`src/rtl/variable_node_update_pkg.sv`:
```
`default_nettype none
// ============================================================================
// Module      : variable_node_update_pkg
// Description : Shared definitions for the variable-node update stage:
//               FSM state encoding and IEEE-754 single-precision constants.
// Revision    : 1.0 - initial release
// ============================================================================
package variable_node_update_pkg;

  // Word layout of the floating-point values handled by this stage
  localparam int FP_EXP_W = 8;
  localparam int FP_MAN_W = 23;
  localparam int FP_W     = 1 + FP_EXP_W + FP_MAN_W;
  localparam int FP_BIAS  = 127;

  localparam logic [FP_W-1:0] FP_POS_ZERO = 32'h0000_0000;
  localparam logic [FP_W-1:0] FP_POS_INF  = 32'h7F80_0000;
  localparam logic [FP_W-1:0] FP_NEG_INF  = 32'hFF80_0000;

  // Update sequencer states
  typedef enum logic [2:0] {
    ST_IDLE = 3'd0,
    ST_TOT  = 3'd1,
    ST_Q1   = 3'd2,
    ST_Q2   = 3'd3,
    ST_Q3   = 3'd4,
    ST_DONE = 3'd5
  } state_t;

endpackage : variable_node_update_pkg
`default_nettype wire

```
`src/rtl/variable_node_update_if.sv`:
```
`default_nettype none
// ============================================================================
// Module      : variable_node_update_if
// Description : Request / result bundle of the variable-node update stage.
//   master : drives start, sum_in, llr_in, r1..r3; observes results
//   slave  : receives the request; drives busy, done, llr_total, hard_bit,
//            q1..q3
// Revision    : 1.0 - initial release
// ============================================================================
interface variable_node_update_if #(
  parameter int W = 32
) ();

  logic         start;
  logic [W-1:0] sum_in;
  logic [W-1:0] llr_in;
  logic [W-1:0] r1;
  logic [W-1:0] r2;
  logic [W-1:0] r3;
  logic         busy;
  logic         done;
  logic [W-1:0] llr_total;
  logic         hard_bit;
  logic [W-1:0] q1;
  logic [W-1:0] q2;
  logic [W-1:0] q3;

  modport master (
    output start, sum_in, llr_in, r1, r2, r3,
    input  busy, done, llr_total, hard_bit, q1, q2, q3
  );

  modport slave (
    input  start, sum_in, llr_in, r1, r2, r3,
    output busy, done, llr_total, hard_bit, q1, q2, q3
  );

endinterface : variable_node_update_if
`default_nettype wire

```
`src/rtl/variable_node_update_fp_add_comb.sv`:
```
`default_nettype none
// ============================================================================
// Module      : fp_add_comb
// Description : Combinational floating-point adder/subtractor.
//               y = a + b (sub=0) or a - b (sub=1). Subnormal inputs flush
//               to zero, alignment keeps guard/round/sticky, the result is
//               truncated toward zero, exact zero is +0, overflow gives a
//               signed infinity and underflow flushes to +0.
//   a, b : operands (W bits)
//   sub  : invert the sign of b
//   y    : result (W bits)
// Revision    : 1.0 - initial release
// ============================================================================
module fp_add_comb #(
  parameter int EXP_W = 8,
  parameter int MAN_W = 23
) (
  input  logic [EXP_W+MAN_W:0] a,
  input  logic [EXP_W+MAN_W:0] b,
  input  logic                 sub,
  output logic [EXP_W+MAN_W:0] y
);

  localparam int W   = 1 + EXP_W + MAN_W;
  localparam int XW  = MAN_W + 4;            // hidden bit + mantissa + G/R/S
  localparam int LZW = $clog2(XW + 1);
  localparam logic [EXP_W-1:0] EXP_ONES = '1;
  localparam logic [EXP_W+1:0] XW_E     = XW[EXP_W+1:0];
  localparam logic [XW-1:0]    X_ONE    = {{(XW-1){1'b0}}, 1'b1};

  function automatic logic [LZW-1:0] lzc(input logic [XW-1:0] v);
    logic           found;
    logic [LZW-1:0] cnt;
    found = 1'b0;
    cnt   = '0;
    for (int i = XW - 1; i >= 0; i--) begin
      if (!found && v[i]) begin
        found = 1'b1;
        cnt   = LZW'(XW - 1 - i);
      end
    end
    return cnt;
  endfunction

  logic             sa, sb, s_big, s_small, a_zero, b_zero, swap, eff_sub;
  logic [EXP_W-1:0] ea, eb, e_big, e_small, d;
  logic [MAN_W-1:0] ma, mb, m_big, m_small, man_res;
  logic [XW-1:0]    big_ext, small_ext, small_al, lost_mask, diff, norm;
  logic [XW:0]      sum_ext;
  logic [LZW-1:0]   lz;
  logic [EXP_W+1:0] exp_res, lz_e;

  always_comb begin
    sa = a[W-1];
    ea = a[W-2:MAN_W];
    ma = a[MAN_W-1:0];
    sb = b[W-1] ^ sub;
    eb = b[W-2:MAN_W];
    mb = b[MAN_W-1:0];

    // Exponent field zero means zero or subnormal; both are treated as zero
    a_zero = (ea == '0);
    b_zero = (eb == '0);

    // Larger magnitude goes on the "big" side so the difference is never negative
    swap    = ({eb, mb} > {ea, ma});
    s_big   = swap ? sb : sa;
    e_big   = swap ? eb : ea;
    m_big   = swap ? mb : ma;
    s_small = swap ? sa : sb;
    e_small = swap ? ea : eb;
    m_small = swap ? ma : mb;
    eff_sub = s_big ^ s_small;

    d         = e_big - e_small;
    big_ext   = {1'b1, m_big, 3'b000};
    small_ext = {1'b1, m_small, 3'b000};
    lost_mask = '0;
    if ({2'b00, d} >= XW_E) begin
      // Entire small operand shifted out; only its sticky contribution remains
      small_al = X_ONE;
    end else begin
      lost_mask = (X_ONE << d) - X_ONE;
      small_al  = (small_ext >> d) | {{(XW-1){1'b0}}, |(small_ext & lost_mask)};
    end

    sum_ext = {1'b0, big_ext} + {1'b0, small_al};
    diff    = big_ext - small_al;
    lz      = lzc(diff);
    norm    = diff << lz;
    lz_e    = {{(EXP_W+2-LZW){1'b0}}, lz};

    if (!eff_sub) begin
      if (sum_ext[XW]) begin
        exp_res = {2'b00, e_big} + {{(EXP_W+1){1'b0}}, 1'b1};
        man_res = sum_ext[XW-1:4];
      end else begin
        exp_res = {2'b00, e_big};
        man_res = sum_ext[XW-2:3];
      end
    end else begin
      exp_res = {2'b00, e_big} - lz_e;
      man_res = norm[XW-2:3];
    end

    if (a_zero && b_zero) begin
      y = '0;
    end else if (b_zero) begin
      y = a;
    end else if (a_zero) begin
      y = {sb, b[W-2:0]};
    end else if (eff_sub && (diff == '0)) begin
      y = '0;
    end else if (eff_sub && (lz_e >= {2'b00, e_big})) begin
      // Normalised exponent would be <= 0: below the smallest normal
      y = '0;
    end else if (exp_res >= {2'b00, EXP_ONES}) begin
      y = {s_big, EXP_ONES, {MAN_W{1'b0}}};
    end else begin
      y = {s_big, exp_res[EXP_W-1:0], man_res};
    end
  end

endmodule : fp_add_comb
`default_nettype wire

```
`src/rtl/variable_node_update.sv`:
```
`default_nettype none
// ============================================================================
// Module      : variable_node_update
// Description : Variable-node stage of the belief-propagation decoder.
//               Computes llr_total = llr + sum, the hard decision, and the
//               extrinsic messages q_k = llr_total - r_k using one shared
//               combinational FP adder over four sequential steps.
//   clk  : clock, rising edge
//   clr  : asynchronous active-high reset
//   bus  : request (start, sum_in, llr_in, r1..r3) and results
//          (busy, done, llr_total, hard_bit, q1..q3)
// Revision    : 1.0 - initial release
// ============================================================================
module variable_node_update
  import variable_node_update_pkg::*;
#(
  parameter int EXP_W = FP_EXP_W,
  parameter int MAN_W = FP_MAN_W
) (
  input  logic                         clk,
  input  logic                         clr,
  variable_node_update_if.slave        bus
);

  localparam int W = 1 + EXP_W + MAN_W;

  state_t         state_q, state_d;
  logic [W-1:0]   sum_q, sum_d;
  logic [W-1:0]   llr_q, llr_d;
  logic [W-1:0]   r1_q, r1_d, r2_q, r2_d, r3_q, r3_d;
  logic [W-1:0]   llr_total_q, llr_total_d;
  logic           hard_bit_q, hard_bit_d;
  logic [W-1:0]   q1_q, q1_d, q2_q, q2_d, q3_q, q3_d;
  logic [W-1:0]   add_a, add_b, add_y;
  logic           add_sub;

  fp_add_comb #(
    .EXP_W (EXP_W),
    .MAN_W (MAN_W)
  ) u_fp_add (
    .a   (add_a),
    .b   (add_b),
    .sub (add_sub),
    .y   (add_y)
  );

  // Operand steering for the shared adder, selected by the current step
  always_comb begin
    add_a   = llr_q;
    add_b   = sum_q;
    add_sub = 1'b0;
    case (state_q)
      ST_Q1: begin add_a = llr_total_q; add_b = r1_q; add_sub = 1'b1; end
      ST_Q2: begin add_a = llr_total_q; add_b = r2_q; add_sub = 1'b1; end
      ST_Q3: begin add_a = llr_total_q; add_b = r3_q; add_sub = 1'b1; end
      default: ;
    endcase
  end

  always_comb begin
    state_d     = state_q;
    sum_d       = sum_q;
    llr_d       = llr_q;
    r1_d        = r1_q;
    r2_d        = r2_q;
    r3_d        = r3_q;
    llr_total_d = llr_total_q;
    hard_bit_d  = hard_bit_q;
    q1_d        = q1_q;
    q2_d        = q2_q;
    q3_d        = q3_q;

    case (state_q)
      ST_IDLE, ST_DONE: begin
        // Both accepting states latch a new request, allowing back-to-back updates
        if (bus.start) begin
          sum_d   = bus.sum_in;
          llr_d   = bus.llr_in;
          r1_d    = bus.r1;
          r2_d    = bus.r2;
          r3_d    = bus.r3;
          state_d = ST_TOT;
        end else begin
          state_d = ST_IDLE;
        end
      end
      ST_TOT: begin
        llr_total_d = add_y;
        hard_bit_d  = add_y[W-1];
        state_d     = ST_Q1;
      end
      ST_Q1: begin
        q1_d    = add_y;
        state_d = ST_Q2;
      end
      ST_Q2: begin
        q2_d    = add_y;
        state_d = ST_Q3;
      end
      ST_Q3: begin
        q3_d    = add_y;
        state_d = ST_DONE;
      end
      default: state_d = ST_IDLE;
    endcase
  end

  always_ff @(posedge clk or posedge clr) begin
    if (clr) begin
      state_q     <= ST_IDLE;
      sum_q       <= '0;
      llr_q       <= '0;
      r1_q        <= '0;
      r2_q        <= '0;
      r3_q        <= '0;
      llr_total_q <= '0;
      hard_bit_q  <= 1'b0;
      q1_q        <= '0;
      q2_q        <= '0;
      q3_q        <= '0;
    end else begin
      state_q     <= state_d;
      sum_q       <= sum_d;
      llr_q       <= llr_d;
      r1_q        <= r1_d;
      r2_q        <= r2_d;
      r3_q        <= r3_d;
      llr_total_q <= llr_total_d;
      hard_bit_q  <= hard_bit_d;
      q1_q        <= q1_d;
      q2_q        <= q2_d;
      q3_q        <= q3_d;
    end
  end

  assign bus.busy      = (state_q != ST_IDLE);
  assign bus.done      = (state_q == ST_DONE);
  assign bus.llr_total = llr_total_q;
  assign bus.hard_bit  = hard_bit_q;
  assign bus.q1        = q1_q;
  assign bus.q2        = q2_q;
  assign bus.q3        = q3_q;

endmodule : variable_node_update
`default_nettype wire

```
`src/flat_wrapper.sv`:
```
// flat-port wrapper written by rule: the top's interface ports become plain ports
module variable_node_update_flat import variable_node_update_pkg::*;
#(
  parameter int EXP_W = FP_EXP_W,
  parameter int MAN_W = FP_MAN_W
)
  (clk, clr, bus_start, bus_sum_in, bus_llr_in, bus_r1, bus_r2, bus_r3, bus_busy, bus_done, bus_llr_total, bus_hard_bit, bus_q1, bus_q2, bus_q3);
  variable_node_update_if #(.W(32)) bus_i ();
  input  logic clk;
  input  logic clr;
  input wire logic [$bits(bus_i.start)-1:0] bus_start;
  input wire logic [$bits(bus_i.sum_in)-1:0] bus_sum_in;
  input wire logic [$bits(bus_i.llr_in)-1:0] bus_llr_in;
  input wire logic [$bits(bus_i.r1)-1:0] bus_r1;
  input wire logic [$bits(bus_i.r2)-1:0] bus_r2;
  input wire logic [$bits(bus_i.r3)-1:0] bus_r3;
  output wire logic [$bits(bus_i.busy)-1:0] bus_busy;
  output wire logic [$bits(bus_i.done)-1:0] bus_done;
  output wire logic [$bits(bus_i.llr_total)-1:0] bus_llr_total;
  output wire logic [$bits(bus_i.hard_bit)-1:0] bus_hard_bit;
  output wire logic [$bits(bus_i.q1)-1:0] bus_q1;
  output wire logic [$bits(bus_i.q2)-1:0] bus_q2;
  output wire logic [$bits(bus_i.q3)-1:0] bus_q3;
  assign bus_i.start = bus_start;
  assign bus_i.sum_in = bus_sum_in;
  assign bus_i.llr_in = bus_llr_in;
  assign bus_i.r1 = bus_r1;
  assign bus_i.r2 = bus_r2;
  assign bus_i.r3 = bus_r3;
  assign bus_busy = bus_i.busy;
  assign bus_done = bus_i.done;
  assign bus_llr_total = bus_i.llr_total;
  assign bus_hard_bit = bus_i.hard_bit;
  assign bus_q1 = bus_i.q1;
  assign bus_q2 = bus_i.q2;
  assign bus_q3 = bus_i.q3;
  variable_node_update #(.EXP_W(EXP_W), .MAN_W(MAN_W)) u_core (.clk(clk), .clr(clr), .bus(bus_i));
endmodule
```
`config.mk`:
```
export PLATFORM = sky130hd
export DESIGN_NAME = variable_node_update_flat
export DESIGN_NICKNAME = d
export VERILOG_FILES = /design/src/rtl/variable_node_update_pkg.sv /design/src/rtl/variable_node_update_if.sv /design/src/rtl/variable_node_update_fp_add_comb.sv /design/src/rtl/variable_node_update.sv /design/src/flat_wrapper.sv
export SDC_FILE = /design/constraint.sdc
export NUM_CORES = 1
export LEC_CHECK = 0
export BUFFER_PORTS_ARGS = -buffer_cell sky130_fd_sc_hd__buf_2
export CORE_ASPECT_RATIO = 0.5
export CORE_MARGIN = 2
export CORE_UTILIZATION = 40
export DETAILED_ROUTE_END_ITERATION = 10
export GPL_TIMING_DRIVEN = 0
export PLACE_DENSITY = 0.61
export SLEW_MARGIN = 40
export SYNTH_ARGS = -nofsm -noshare
export SYNTH_HDL_FRONTEND = slang
export SYNTH_SLANG_ARGS = --single-unit
```
`constraint.sdc`:
```
create_clock -name clk -period 15.6 [get_ports clk]
set_input_delay 0.78 -clock clk [delete_from_list [all_inputs] [get_ports clk]]
set_output_delay 0.78 -clock clk [all_outputs]
set_load 0.05 [all_outputs]
```
==> Word-level counts from Yosys, hierarchy flattened <==
Cells that the tools add are included.
{ "classes": {"add_sub_neg": 6, "multipliers": 0, "div": 0, "n_lt_le_gt_ge": 4, "eq_ne": 5, "shift": 3, "n_mux": 74, "n_bitwise": 4, "n_reduce_logical": 64} }
{ "ops": {"columns": ["op", "n"], "rows": [
  ["two-way mux 32 bit", 6],
  ["two-way mux 5 bit", 25],
  ["case mux 32 bit (3 select lines)", 1],
  ["two-way mux 23 bit", 4],
  ["greater-than comparator 31 bit", 1],
  ["two-way mux 1 bit", 31],
  ["two-way mux 31 bit", 1],
  ["logical AND 1 bit", 29],
  ["adder 27 x 27 -> 28 bit", 1],
  ["bitwise AND 27 bit", 1],
  ["logical NOT 27 bit", 1],
  ["two-way mux 27 bit", 1],
  ["OR 27 x 1 -> 27 bit", 1],
  ["OR reduction 27 bit", 1],
  ["<< shifter 1 x 8 -> 27 bit (first input constant)", 1],
  ["<< shifter 27 x 5 -> 26 bit", 1],
  ["right shift 27 x 8 -> 27 bit", 1],
  ["subtractor 27 x 1 -> 27 bit (second input constant)", 1],
  ["subtractor 27 bit", 1],
  ["logical NOT 1 bit", 26],
  ["logical NOT 8 bit", 2],
  ["two-way mux 8 bit", 2],
  ["case mux 3 bit (5 select lines)", 1],
  [">= comparator 10 x 8 -> 1 bit (second input constant)", 1],
  ["16 further kinds", 19]
]} }
{ "totals": {"ff_bits": 292, "latchBits": 0, "ram_bits": 0, "romBits": 0, "input_bits": 163, "out_inout_bits": 131, "n_memories": 0} }

==> Longest topological paths before layout <==
Gate-level depths: netlist of the first run.
{ "logic_depth": {"word_depth": 101, "depth_mapped": 80, "ltp_nobuf": 64} }

==> By module <==
Synthesis of the first run repeated with hierarchy kept, for this count alone.
{ "unflattened": {"hier_cells": 2531, "area_unflattened_um2": 22997.1} }
{ "modules_own_cells": {"columns": ["mod", "n_inst", "cells_each", "area_each_um2", "seq_area_each_um2"], "rows": [
  ["variable_node_update", 1, 809, 12134.1, 7282.0],
  ["fp_add_comb", 1, 1722, 10862.9, 0.0]
]} }

==> Worst setup path before layout of the first run <==
No wires, ideal clock.
{ "synth_timing": {"path_type": "register to register", "startpoint": "register u_core.state_q[2]", "endpoint": "register u_core.q3_q[21] (netlist: u_core.bus.q3[21])", "arrival_time_ns": 13.637, "t_required_ns": 15.518, "slack_ns": 1.881, "path_stages_with_launch": 74, "period_less_slack_ns": 13.719, "path_cell_list": "dfrtp_1 > buf_2 > buf_4 > nor2b_4 > buf_4 > buf_2 > buf_1 > a221oi_1 > a21oi_1 > a21oi_1 > inv_1 > ha_1 > nand4_1 > nor4_1 > nand3_1 > o21a_1 > nand2_1 > buf_2 > [... 38 more ...] > buf_4 > ha_1 > nor2b_1 > o21ai_0 > nand2b_1 > a21o_1 > a21oi_1 > inv_1 > o32ai_1 > xor2_1 > nand4_1 > and4_1 > o21ai_1 > nor2_1 > nand2_1 > o41ai_2 > a21oi_1 > a31oi_1"} }
{ "synth_via": {"elab_chain_len": 101, "word_cells_on_any_way": 152, "classes_between": "add/sub (6); order compare (4); eq/ne (3); shift (3); mux (72); bitwise (4); reduce/logical (60)"} }
{ "synth_lines": {"columns": ["item", "line", "rtl"], "rows": [
  ["start, declared", "variable_node_update.sv:27", "state_t state_q, state_d;"],
  ["start signal, assigned", "variable_node_update.sv:122", "state_q <= state_d;"],
  ["equality test 3 x 2 -> 1 bit or equality test 3 bit (tied branches)", "variable_node_update.sv:52, variable_node_update.sv:73", null],
  ["OR reduction 3 bit (no source line)", null, null],
  ["two-way mux 32 bit", "variable_node_update.sv:52", "case (state_q)"],
  ["greater-than comparator 31 bit", "variable_node_update_fp_add_comb.sv:66", "swap = ({eb, mb} > {ea, ma});"],
  ["two-way mux 8 bit (on tied branches)", "variable_node_update_fp_add_comb.sv:68, variable_node_update_fp_add_comb.sv:71", null],
  ["subtractor 8 bit", "variable_node_update_fp_add_comb.sv:75", "d = e_big - e_small;"],
  ["<< shifter 1 x 8 -> 27 bit", "variable_node_update_fp_add_comb.sv:83", "lost_mask = (X_ONE << d) - X_ONE;"],
  ["subtractor 27 x 1 -> 27 bit", "variable_node_update_fp_add_comb.sv:83", null],
  ["[... 85 more ...]", null, null],
  ["two-way mux 10 bit", "variable_node_update_fp_add_comb.sv:93", "if (!eff_sub) begin"],
  [">= comparator 10 x 8 -> 1 bit", "variable_node_update_fp_add_comb.sv:117", "end else if (exp_res >= {2'b00, EXP_ONES}) begin"],
  ["two-way mux 31 bit", "variable_node_update_fp_add_comb.sv:117", null],
  ["two-way mux 32 bit", "variable_node_update_fp_add_comb.sv:114", "end else if (eff_sub && (lz_e >= {2'b00, e_big})) begin"],
  ["two-way mux 32 bit", "variable_node_update_fp_add_comb.sv:112", "end else if (eff_sub && (diff == '0)) begin"],
  ["two-way mux 32 bit", "variable_node_update_fp_add_comb.sv:110", "end else if (a_zero) begin"],
  ["two-way mux 32 bit", "variable_node_update_fp_add_comb.sv:108", "end else if (b_zero) begin"],
  ["two-way mux 32 bit", "variable_node_update_fp_add_comb.sv:106", "if (a_zero && b_zero) begin"],
  ["end signal, assigned", "variable_node_update.sv:132", "q3_q <= q3_d;"],
  ["end, declared", "variable_node_update.sv:33", "logic [W-1:0] q1_q, q1_d, q2_q, q2_d, q3_q, q3_d;"]
]} }
Several ways; a longest one is shown, not always the timed one.
A chain may end at the register's enable or synchronous reset.

==> Final worst setup path of the first run <==
{ "layout_timing": {"startpoint": "register u_core.state_q[0]", "endpoint": "register u_core.q2_q[2] (netlist: u_core.bus.q2[2])"} }
{ "layout_via": {"elab_chain_len": 101, "word_cells_on_any_way": 152, "classes_between": "add/sub (6); order compare (4); eq/ne (3); shift (3); mux (72); bitwise (4); reduce/logical (60)"} }
{ "layout_lines": {"columns": ["item", "line", "rtl"], "rows": [
  ["equality test 3 x 2 -> 1 bit (tied with other cells)", "variable_node_update.sv:52", null],
  ["OR reduction 3 bit (no source line)", null, null],
  ["two-way mux 32 bit", "variable_node_update.sv:52", null],
  ["greater-than comparator 31 bit", "variable_node_update_fp_add_comb.sv:66", null],
  ["two-way mux 8 bit (on tied branches)", "variable_node_update_fp_add_comb.sv:68, variable_node_update_fp_add_comb.sv:71", null],
  ["subtractor 8 bit", "variable_node_update_fp_add_comb.sv:75", null],
  ["<< shifter 1 x 8 -> 27 bit", "variable_node_update_fp_add_comb.sv:83", null],
  ["subtractor 27 x 1 -> 27 bit", "variable_node_update_fp_add_comb.sv:83", null],
  ["[... 85 more ...]", null, null],
  ["two-way mux 10 bit", "variable_node_update_fp_add_comb.sv:93", null],
  [">= comparator 10 x 8 -> 1 bit", "variable_node_update_fp_add_comb.sv:117", null],
  ["two-way mux 31 bit", "variable_node_update_fp_add_comb.sv:117", null],
  ["two-way mux 32 bit", "variable_node_update_fp_add_comb.sv:114", null],
  ["two-way mux 32 bit", "variable_node_update_fp_add_comb.sv:112", null],
  ["two-way mux 32 bit", "variable_node_update_fp_add_comb.sv:110", null],
  ["two-way mux 32 bit", "variable_node_update_fp_add_comb.sv:108", null],
  ["two-way mux 32 bit", "variable_node_update_fp_add_comb.sv:106", null],
  ["end signal, assigned", "variable_node_update.sv:131", "q2_q <= q2_d;"],
  ["end, declared", "variable_node_update.sv:33", null]
]} }
Several ways; a longest one is shown, not always the timed one.

==> metrics.txt, run 1 <==
Mean Syn Cell Area=around 8.4 um^2; cell count after synthesis=about 2900; GR Util All Layers=between 30% and 40%; CP Class=reg -> reg; Pre-antenna DRT Iters=7; Mapped Nets=roughly 3200; ANT nets after route=0; initial antenna violation count=4; clk_lat worst skew=0.62 ns; Clock Skews=between 0.03 and 0.04 ns; CP Max Fanout=10; GPL Wtd Cong=between 1 and 1.5; final wirelength=roughly 120000 um; CTS Buf Count=30; distinct cell type count after synthesis=around 130; CP max stage delay=0.83 ns; min cycle time layout=between 15 and 20 ns; Slew Viols, Final=0; dpl hpwl=between 90000 and 100000 um; Initial Util=40.7%; fmax=between 0.06 and 0.07 GHz; setup_tns=0 ns; H-Tree Level Count=1; Top delay family on crit path=compound AO/OA/AOI/OAI gates; clock transition at the registers of the reported paths=around 0.070 ns; PortBufs=293; Seq cells post-synth=~290; Critical Path Slowest Stage Cell=a222oi_1; MaxCap Viol Count=0; final hold violation count=0; status=finished clean; io pins=roughly 290; Sink Count=about 290; Iteration-0 DRC Markers=3425; Post-Layout Cell Count=between 4000 and 5000; Worst setup EP type=flip-flop; number of synthesized flops with an enable pin=0; die height=approximately 180 um; vias per cell=around 6.5; asr flop ratio synth=100%; slew margin rel.=between 30 and 40%; ys flop type=dfrtp_1; # rows=63; post-synthesis sequential area ratio=a little under a third; drc violations=0; chip width=approximately 350 um; Die Area=between 60000 and 70000 um^2; share of post-route cells with drive strength above 1=between 20 and 30%; Nets=between 3000 and 4000; Via Count=26629; first-pass GRT wire length=168000 um; Syn-to-layout area delta=21.7%; Placed Cells incl. Taps=4012; final setup fails=0; Ys Warns=0; Longest Clk Path Bufs=3; hold_buf cts=0; core footprint=between 50000 and 60000 um^2; CTS Root Cell=clkbuf_16; Critical Path RT=approximately 16 ns; worst min path class=in -> async; CTS tree=built; Least-Margin Pin Slew=between 0.9 and 1 ns; pin count of the biggest net entering global routing=80; Crit path buffers/inverters=19; grt total ovfl=0; post-route core utilization=49.5%; Critical Path Source Type=flip-flop; fin crit share=between 90 and 100%; post-DR wirelength/cell=between 20 and 30 um; cell area after synthesis=between 20000 and 25000 um^2; vias in the first global route=24434; Arr. time, crit path=15.69 ns
==> flip-flops by register name (all words and copies together), names as in the netlist <==
register / cells
u_core.llr_q: 32
u_core.r1_q: 32
u_core.r3_q: 32
u_core.sum_q: 32
u_core.bus.q1: 32
u_core.bus.q2: 32
u_core.r2_q: 32
u_core.bus.hard_bit: 1
u_core.bus.q3: 32
u_core.bus.llr_total: 31
u_core.state_q: 3
==> layout by cell type, fill, tap and decap left out, types with 22 or more instances in the layout <==
cell / netlist / final
o21ai_1: 47 / 41
dfrtp_1: 291 / 291
a31oi_1: 59 / 56
o21ai_0: 168 / 162
nand2_1: 304 / 301
nor3_1: 78 / 69
buf_2: 35 / 323
mux2_2: 184 / 184
clkbuf_1: 125 / 98
nand3_1: 72 / 70
mux2i_1: 87 / 70
o211ai_1: 48 / 48
clkbuf_16: 0 / 30
nor2_1: 269 / 257
a211oi_1: 37 / 32
buf_4: 17 / 65
ha_1: 87 / 80
nand4_1: 29 / 29
a221oi_1: 52 / 35
a21o_1: 32 / 32
xnor2_1: 39 / 33
o31ai_1: 26 / 22
inv_1: 102 / 94
a21oi_1: 223 / 206
==> kinds of logic after synthesis <==
kind of cell / count (synthesis) / share of synthesized area [%]
AO/OA/AOI/OAI: 934 / 26.5
XOR/XNOR: 53 / 1.99
adder cells (fa/ha/maj): 89 / 4.65
buffers and inverters: 314 / 5.45
flip-flops: 291 / 30.0
multiplexers: 280 / 12.9
AND/OR/NAND/NOR: 940 / 18.5
==> timing repair <==
item / in CTS / in global routing
pin swaps: 17 / 19
setup endpoints to repair: 128 / 120
gates resized for setup: 150 / 121
setup buffers: 23 / 25
gates cloned: 0 / 0
==> worst reg2reg max path, delay by kind of cell, from the launching register on <==
family | cells | cell delay [ns]
fa+ha+maj | 4 | 1.24
flops | 1 | 0.50
xor+xnor | 1 | 0.22
compound gates | 26 | 5.67
simple gates | 23 | 3.89
buf+inv | 19 | 3.59
==> cell usage after synthesis (10+ instances only) <==
cell type | number | share of area [%]
nand2_1 | 304 | 4.7
dfrtp_1 | 291 | 30
nor2_1 | 269 | 4.2
a21oi_1 | 223 | 4.6
mux2_2 | 184 | 8.5
o21ai_0 | 168 | 3.5
clkbuf_1 | 125 | 1.9
inv_1 | 102 | 1.6
ha_1 | 87 | 4.5
mux2i_1 | 87 | 3.6
nor3_1 | 78 | 1.6
nand3_1 | 72 | 1.5
a31oi_1 | 59 | 1.5
a221oi_1 | 52 | 1.9
o211ai_1 | 48 | 1.5
o21ai_1 | 47 | 0.97
xnor2_1 | 39 | 1.4
a211oi_1 | 37 | 1.1
buf_2 | 35 | 0.72
a21o_1 | 32 | 0.99
nand4_1 | 29 | 0.75
o31ai_1 | 26 | 0.81
buf_1 | 22 | 0.34
and2_1 | 21 | 0.54
and3_1 | 19 | 0.49
nand2b_1 | 19 | 0.49
nor4_1 | 19 | 0.49
nor2b_1 | 18 | 0.46
buf_4 | 17 | 0.53
o22ai_1 | 15 | 0.39
or3_1 | 15 | 0.39
a22oi_1 | 14 | 0.43
nand3b_1 | 13 | 0.40
xor2_1 | 13 | 0.47
o221ai_1 | 12 | 0.43
o31a_1 | 12 | 0.43
a22o_1 | 10 | 0.36
o2111ai_1 | 10 | 0.36
o21bai_1 | 10 | 0.31
==> per-stage QoR <==
stage / setup WS (ns) / cell area, um^2 / hold slack [ns]
after CTS: 0.00188 / 28800 / 0.195
after global routing: -0.0379 / 29500 / 0.224
after global placement: -5.12 / 26700 / 0.458
final: 0.347 / 29500 / 0.183
after detailed placement: -4.52 / 27000 / 0.465
after floorplan: 1.88 / 24200 / 0.471
==> cell type report <==
class	count	area (um^2)
clock buffers	40	838
fillers	5851	30100
diodes	3	7.51
inverters	111	437
clock inverters	13	156
repair buffers	348	1970
flip-flops and latches	291	7280
multi-input cells	2296	16800
plain buffers	194	1050
well taps	812	1020
==> path summary, 6_finish.rpt <==
path	depth (start not counted)	slack, ns	end	from
max in group asynchronous	5	13.87	u_core.llr_q[16]	clr
min in group clk	2	0.40	u_core.r1_q[10]	bus_r1[10]
min	2	0.18	u_core.r2_q[28]	clr
max	73	0.35	u_core.bus.q2[2]	u_core.state_q[0]
min reg2reg	2	0.48	u_core.bus.q2[31]	u_core.bus.q2[31]
max reg2reg	73	0.35	u_core.bus.q2[2]	u_core.state_q[0]
==> layer usage <==
layer | part of all wire [%] | wire length [um] | track usage [%] | vias to the layer above
li1 | - | - | - | 11544
met1 | 44 | 51900 | 51.5 | 13314
met2 | 41 | 48200 | 51.3 | 1526
met3 | 12 | 13500 | 10.6 | 243
met4 | 2.9 | 3400 | 9.35 | 2
met5 | 0.011 | 13 | 0 | -
Power of run 1 is left out: the tool's default activity adds up to more than one toggle a clock period on the data nets, which glitch-free logic cannot reach.
==> run 2, diff against run 1 <==
Settings changed: CORE_MARGIN 2 to not set, REMOVE_ABC_BUFFERS set to 1.
==> metrics.txt, run 2 (synthesis results as in run 1) <==
GPL Wtd Cong=~0.99; drc violations=0; Worst setup EP type=flip-flop; chip width=between 300 and 400 um; crit-path most repeated cell=a21oi_1; initial antenna violation count=8; post-DR wirelength/cell=26.8 um; H-Tree Level Count=1; Die Area=61700 um^2; flop-to-flop setup slack=about 0.22 ns; fin crit share=approximately 100%; final setup fails=0; Longest Clk Path Bufs=3; fmax=around 0.065 GHz; Placed Cells incl. Taps=slightly below 4000; Critical Path Slowest Stage Cell=or4_1; GR Util All Layers=33.1%; io pins=between 200 and 300; CP Max Fanout=between 40 and 50; Arr. time, crit path=~16 ns; final wirelength=106000 um; clock transition at the registers of the reported paths=0.07 ns; most frequent cells in the layout=buf_2 (302), nand2_1 (300), dfrtp_1 (288); clk_lat worst skew=~0.62 ns; Pre-antenna DRT Iters=8; Sink Count=291; Nets=around 3400; CTS Buf Count=30; CTS Root Cell=clkbuf_16; Critical Path RT=between 15 and 20 ns; core footprint=between 50000 and 60000 um^2; # rows=63; MaxCap Viol Count=0; dpl hpwl=~80000 um; post-route cell area=29000 um^2; first-pass GRT wire length=roughly 150000 um; die height=176 um; min cycle time layout=around 15 ns; status=finished clean; pin count of the biggest net entering global routing=77; worst min path class=in -> async; r2r startpoint=u_core.state_q[0]; Least-Margin Pin Slew=about 1.0 ns; Clock Skews=between 0.03 and 0.04 ns; vias in the first global route=23242; grt total ovfl=0; Slew Viols, Final=0; R2R Path End=u_core.bus.q2[15]; Initial Util=about two fifths; FILL cells=5827; vias per cell=between 6 and 7; Worst R2R Path Depth=slightly below 60; Via Count=25183; ANT nets after route=0; Syn-to-layout area delta=19.7%; post-placement cell area=27000 um^2; CTS tree=built; Critical Path Source Type=flip-flop; slew margin rel.=33.2%; final hold violation count=0; setup_tns=0 ns; CP Class=reg -> reg; share of post-route cells with drive strength above 1=a little over a quarter; PortBufs=~290; commonest non-fill, non-tap cell in the layout=buf_2; Post-Layout Cell Count=slightly below 4000; CP max stage delay=roughly 0.65 ns; Iteration-0 DRC Markers=2948
==> run 2: metal layers <==
layer / GRT usage (%) / routed length (um)
met5: 0 / 39
met1: 46.9 / 45700
met3: 10.6 / 12600
met4: 8.37 / 2860
met2: 48.3 / 44900
==> run 2: timing repair <==
action / in CTS / in global routing
setup buffers: 10 / 17
cloned: 6 / 2
pin swaps: 8 / 16
resized for setup: 66 / 54
endpoints found under the setup margin: 128 / 105
hold buffers: 0 / 0
==> run 2: critical path, delay by kind of cell, from the launching register on <==
kind            cells  cell delay (ns)
simple gates       22             5.61
flops               1             0.59
buf+inv             9             1.95
xor+xnor            2             0.67
compound gates     20             4.81
fa+ha+maj           4             1.36
mux                 1             0.12
==> run 2: metrics by stage <==
step,worst slack (ns),hold WS (ns),util (%)
after floorplan,-0.672,0.471,-
after global placement,-9.83,0.458,43.3
after detailed placement,-2.93,0.465,45.4
after CTS,0.0211,0.116,47.9
after global routing,-0.0331,0.140,48.7
final,0.224,0.138,48.7
==> run 2: final cells by class <==
type,count,area (um^2),share of cell area [%]
antenna,4,10.0,0.0345
clock buffer,44,883,3.04
clock inverter,11,124,0.427
inverter,111,444,1.53
multi-input combinational,2304,16600,57.3
sequential,291,7290,25.1
tap,812,1020,3.50
timing repair buffer,381,2630,9.05
==> run 2: worst max-delay path by stage <==
| stage | startpoint | endpoint |
|---|---|---|
| floorplan | u_core.state_q[0] | u_core.bus.q3[21] |
| CTS | u_core.state_q[0] | u_core.bus.q2[15] |
| detailed placement | u_core.state_q[1] | u_core.bus.q1[21] |
| global placement | u_core.state_q[0] | u_core.bus.llr_total[12] |
| global route | u_core.state_q[1] | u_core.bus.q2[15] |
| finish | u_core.state_q[0] | u_core.bus.q2[15] |
Power of run 2 is left out for the same reason.
